`src/rtl/btn_pkg.sv`:
```
// btn_pkg: shared gesture state and result encodings
package btn_pkg;
  typedef enum logic [1:0] {IDLE, HELD, GAP, HELD2} state_t;
  typedef enum logic [1:0] {G_NONE, G_SHORT, G_LONG, G_DOUBLE} gesture_t;
endpackage

```
`src/rtl/sat_tick_counter.sv`:
```
// sat_tick_counter: clearable tick counter that saturates at all-ones
module sat_tick_counter #(
  parameter int CNT_W = 8
) (
  input  logic             clk,
  input  logic             rst,
  input  logic             clr,
  input  logic             en,
  output logic [CNT_W-1:0] cnt
);
  logic [CNT_W-1:0] cnt_d, cnt_q;
  always_comb cnt_d = clr ? '0 : (en && cnt_q != '1) ? cnt_q + CNT_W'(1) : cnt_q;
  always_ff @(posedge clk) cnt_q <= rst ? '0 : cnt_d;
  assign cnt = cnt_q;
endmodule

```
`src/rtl/button_gesture_classifier.sv`:
```
// button_gesture_classifier: classifies debounced presses as short, long or double
module button_gesture_classifier
  import btn_pkg::*;
#(
  parameter int LONG_TICKS    = 50,
  parameter int DBL_GAP_TICKS = 25,
  parameter int CNT_W         = 8
) (
  input  logic             clk,
  input  logic             rst,
  input  logic             dbt,
  input  logic             zero_to_one,
  input  logic             one_to_zero,
  output logic             short_press,
  output logic             long_press,
  output logic             double_press,
  output logic [CNT_W-1:0] hold_ticks
);
  state_t state_d, state_q;
  logic short_press_d, short_press_q, long_press_d, long_press_q, double_press_d, double_press_q;
  logic [CNT_W-1:0] hold_ticks_d, hold_ticks_q, cnt;
  logic gap_done;
  sat_tick_counter #(.CNT_W(CNT_W)) u_cnt (
    .clk(clk),
    .rst(rst),
    .clr(state_d != state_q),
    .en (dbt),
    .cnt(cnt)
  );
  assign gap_done = dbt && cnt != '1 && cnt + CNT_W'(1) == CNT_W'(DBL_GAP_TICKS);
  always_comb begin
    state_d        = state_q;
    short_press_d  = 1'b0;
    long_press_d   = 1'b0;
    double_press_d = 1'b0;
    hold_ticks_d   = hold_ticks_q;
    case (state_q)
      IDLE:  state_d = zero_to_one ? HELD : IDLE;
      HELD:
        if (one_to_zero) begin
          hold_ticks_d = cnt;
          long_press_d = cnt >= CNT_W'(LONG_TICKS);
          state_d      = long_press_d ? IDLE : GAP;
        end
      GAP: begin
        short_press_d = !zero_to_one && gap_done;
        state_d       = zero_to_one ? HELD2 : gap_done ? IDLE : GAP;
      end
      HELD2: begin
        double_press_d = one_to_zero;
        state_d        = one_to_zero ? IDLE : HELD2;
      end
      default: state_d = IDLE;
    endcase
  end
  always_ff @(posedge clk) begin
    if (rst) begin
      state_q        <= IDLE;
      short_press_q  <= 1'b0;
      long_press_q   <= 1'b0;
      double_press_q <= 1'b0;
      hold_ticks_q   <= '0;
    end else begin
      state_q        <= state_d;
      short_press_q  <= short_press_d;
      long_press_q   <= long_press_d;
      double_press_q <= double_press_d;
      hold_ticks_q   <= hold_ticks_d;
    end
  end
  assign short_press  = short_press_q;
  assign long_press   = long_press_q;
  assign double_press = double_press_q;
  assign hold_ticks   = hold_ticks_q;
endmodule
```
`config.mk`:
```
export PLATFORM = sky130hd
export DESIGN_NAME = button_gesture_classifier
export DESIGN_NICKNAME = d
export VERILOG_FILES = /design/src/rtl/btn_pkg.sv /design/src/rtl/sat_tick_counter.sv /design/src/rtl/button_gesture_classifier.sv
export SDC_FILE = /design/constraint.sdc
export NUM_CORES = 1
export LEC_CHECK = 0
export BUFFER_PORTS_ARGS = -buffer_cell sky130_fd_sc_hd__buf_2
export CELL_PAD_IN_SITES_DETAIL_PLACEMENT = 2
export CELL_PAD_IN_SITES_GLOBAL_PLACEMENT = 2
export CORE_MARGIN = 2
export CORE_UTILIZATION = 36
export CTS_BUF_LIST = sky130_fd_sc_hd__clkbuf_8 sky130_fd_sc_hd__clkbuf_16
export CTS_CLUSTER_DIAMETER = 50
export CTS_CLUSTER_SIZE = 12
export DETAILED_ROUTE_END_ITERATION = 16
export GPL_TIMING_DRIVEN = 0
export PLACE_DENSITY = 0.79
export SETUP_SLACK_MARGIN = 0.4
export SLEW_MARGIN = 20
export SYNTH_ARGS = -nofsm -noshare
export SYNTH_HDL_FRONTEND = slang
export SYNTH_HIERARCHICAL = 1
export SYNTH_SLANG_ARGS = --single-unit
```
`constraint.sdc`:
```
create_clock -name clk -period 3.1 [get_ports clk]
set_clock_uncertainty 0.1 [all_clocks]
set_input_delay 0.775 -clock clk [delete_from_list [all_inputs] [get_ports clk]]
set_output_delay 0.775 -clock clk [all_outputs]
set_load 0.01 [all_outputs]
```
==> results_dict.tcl <==
set metrics [dict create \
    synth_top_cell_by_area "dfxtp_1" \
    port_buffers 15 \
    synth-edff-count 0 \
    die-width_um 55.1 \
    ys_seq_elements 21 \
    worstSetupEndpointType "flop" \
    drt-initial-drc-count 5 \
    startpoint_type "primary input" \
    cp-startpoint "dbt" \
    synth_top_family_by_area "simple AND/OR/NAND/NOR gates" \
    max_cap_viol_count 0 \
    routedWlPerCell_um 17.3 \
    p_leak_uw 0.000503 \
    reg2reg_from "u_cnt/cnt[3]$_SDFFE_PP0P_" \
    syn_area_per_cell_um2 9.90 \
    grt_max_degree 13 \
    start_util_pct 38.0 \
    synthXorXnorAreaFrac_pct 0 \
    drive_above_1_share_pct 21.1 \
    fp.coreArea_mm2 0.00248 \
    ctsResizeCount 0 \
    clk_latency_ns 0.27 \
    synth-main-ff-cell "dfxtp_1" \
    synth_area_leaders "dfxtp_1, mux2i_1, nor2_1" \
    vias 803 \
    cts_buffer_depth 2 \
    synth_area_um2 941 \
    diodes 0 \
    rrSetupSlack_ns 0.95 \
    grt_pass1_vias 836 \
    slowest_stage "a221o_1" \
    drtAntennaViolNets 0 \
    worstSetupEndpoint "u_cnt/cnt[1]$_SDFFE_PP0P_" \
    worst_slack_ns 0.784 \
    fin_crit_sh_pct 74.7 \
    dpl_cell_area_mm2 0.00105 \
    instances_no_fill 144 \
    worstReg2RegEnd "u_cnt/cnt[1]$_SDFFE_PP0P_" \
    synthDistinctLibCells 29 \
    gr-total-overflow 0 \
    cp.arrival_ns 2.41 \
    fillCellCount 279 \
    grt_pass1_wl_um 4000 \
    cts_hold_buffers 0 \
    synthMuxAreaShare_pct 12.8 \
    powerDensity_mw_per_mm2 451 \
    worst_hold_path_type "flop to flop" \
    floorplan.die_area_mm2 0.00304 \
    num_rows 18 \
    slew_headroom_pct 66.7 \
    htreeDepth 1 \
    drt_wl_total_um 2500 \
    synthDominantCellAreaShare_pct 44.7 \
    synth_fp_nets 101 \
    gp_congestion 0.744 \
    worst_pin_slew_ns 0.499 \
    nNetsFinal 121 \
    max_freq_mhz 432 \
    dp_hpwl_um 1800 \
    drv_slew 0 \
    area.growth.synth_to_final_pct 16.9 \
    final_area_mm2 0.00110 \
    dp_cells 140 \
    path_cells "buf_2, and3_1, and4_1, a221o_1, nor2_1, nand2_1, mux2i_1" \
    finalSetupViolCount 0 \
    synth_simple_gate_area_share_pct 25.3 \
    synth_compound_area_share_pct 13.6 \
    rr_worst_depth 6 \
    grtUsageTotal_pct 19.4 \
    synthAdderAreaFrac_pct 1.33 \
    antenna_found_initial 0 \
    drc 0 \
    synthArstFlopShare_pct 0 \
    ir_drop_mv 0.210 \
    fin_crit_ns 2.32 \
    post_cts_buffers 0 \
    required_ns 3.20 \
    path_clk_slew_ns 0.08 \
    ys_seq_area_share_pct 44.7 \
    path_class "primary input to flop" \
    fin_tns_setup_ns 0 \
    num_io_pins 16 \
    cpPeakStageDelay_ns 0.42 \
    dpl_worst_slack_ns 0.508 \
    first_pass_iters 3 \
    yosysWarnings 6 \
    hold_viol 0 \
    vias_per_cell 5.58 \
    cts_root_buffer "clkbuf_8" \
    cts_buffers 3 \
    syn_inst 95 \
    status "finished clean" \
    crit_fanout 7 \
    rsz0062_at_grt "no" \
    die_y_um 55.1 \
    clkSinkCount 21 \
    cts_tree "done" \
]
[sequential cells by signal (all words and copies together) (netlist names)]
register,count
state_q,2
hold_ticks,8
u_cnt/cnt,8
short_press,1
long_press,1
double_press,1
[routing by layer]
metal / GRT usage (%) / vias to the layer above / part of all wire, %
li1: - / 390 / -
met1: 22.1 / 397 / 44
met2: 34.7 / 11 / 52
met3: 3.23 / 5 / 1.9
met4: 9.76 / 0 / 2.2
met5: 0 / - / 0
[cells in the final DEF, fill, tap and decap left out, types with 2 or more instances in the layout]
cell      instances
a21boi_1          2
a21oi_1           4
and3_1            4
and3b_1           2
and4_1            3
buf_2            15
buf_4             2
clkbuf_8          3
dfxtp_1          21
mux2i_1          12
nand2_1           8
nand3_1           2
nand3b_1          2
nand4_1           2
nor2_1           11
nor3b_1           2
nor4_1            2
or3_1             3
[report_power, final]
part | switching (µW) | total, µW | internal [µW] | leakage, µW
Combinational | 20.4 | 34.1 | 13.6 | 0.000308
Clock | 93.5 | 183 | 89.8 | 0.0000255
Sequential | 4.92 | 278 | 273 | 0.000170
Total | 119 | 496 | 377 | 0.000503
[cells in the mapped netlist, drive strengths merged, types with 2 or more instances]
cell type  count
or3            3
mux2i         12
dfxtp         21
nand2          8
nor3b          2
and3b          2
a21boi         3
and4           3
buf            2
nand3b         2
nor4           2
nand4          2
nor2          11
a21oi          4
and3           4
nand3          2
[cells by family after synthesis]
| group | Yosys count |
|---|---|
| buf+inv | 4 |
| flops | 21 |
| mux | 12 |
| simple gates | 43 |
| fa+ha+maj | 1 |
| compound gates | 14 |
[stage by stage]
step | util (%) | hold slack, ns | power, µW
CTS | 44.4 | 0.410 | 503
finish | 44.4 | 0.404 | 496
detailed placement | 42.5 | 0.390 | 319
global route | 44.4 | 0.436 | 518
floorplan | - | 0.380 | 305
global placement | 42.5 | 0.369 | 317
[worst min path at each step]
stage	start	slack [ns]	endpoint	cells after the start
CTS	hold_ticks[3]$_SDFFE_PP0P_	0.41	hold_ticks[3]$_SDFFE_PP0P_	2
finish	hold_ticks[3]$_SDFFE_PP0P_	0.40	hold_ticks[3]$_SDFFE_PP0P_	2
global route	hold_ticks[3]$_SDFFE_PP0P_	0.44	hold_ticks[3]$_SDFFE_PP0P_	2
global placement	hold_ticks[6]$_SDFFE_PP0P_	0.37	hold_ticks[6]$_SDFFE_PP0P_	2
floorplan	u_cnt/cnt[0]$_SDFFE_PP0P_	0.38	u_cnt/cnt[0]$_SDFFE_PP0P_	2
detailed placement	hold_ticks[3]$_SDFFE_PP0P_	0.39	hold_ticks[3]$_SDFFE_PP0P_	2
[worst max-delay path: cells and delay by family]
kind / cells / cell delay (ns)
multiplexers: 1 / 0.14
AND/OR/NAND/NOR: 4 / 0.95
buffers and inverters: 1 / 0.13
AO/OA/AOI/OAI: 1 / 0.42
[area by class of cell]
type	instances	area [µm²]	area share [%]
Buffer	3	18.8	1.71
Clock buffer	3	41.3	3.75
Clock inverter	1	5.00	0.455
Inverter	1	3.75	0.341
Multi-Input combinational cell	70	498	45.3
Sequential cell	21	420	38.2
Tap cell	30	37.5	3.41
Timing Repair Buffer	15	75.1	6.83
(Power assumes the default switching activity.)
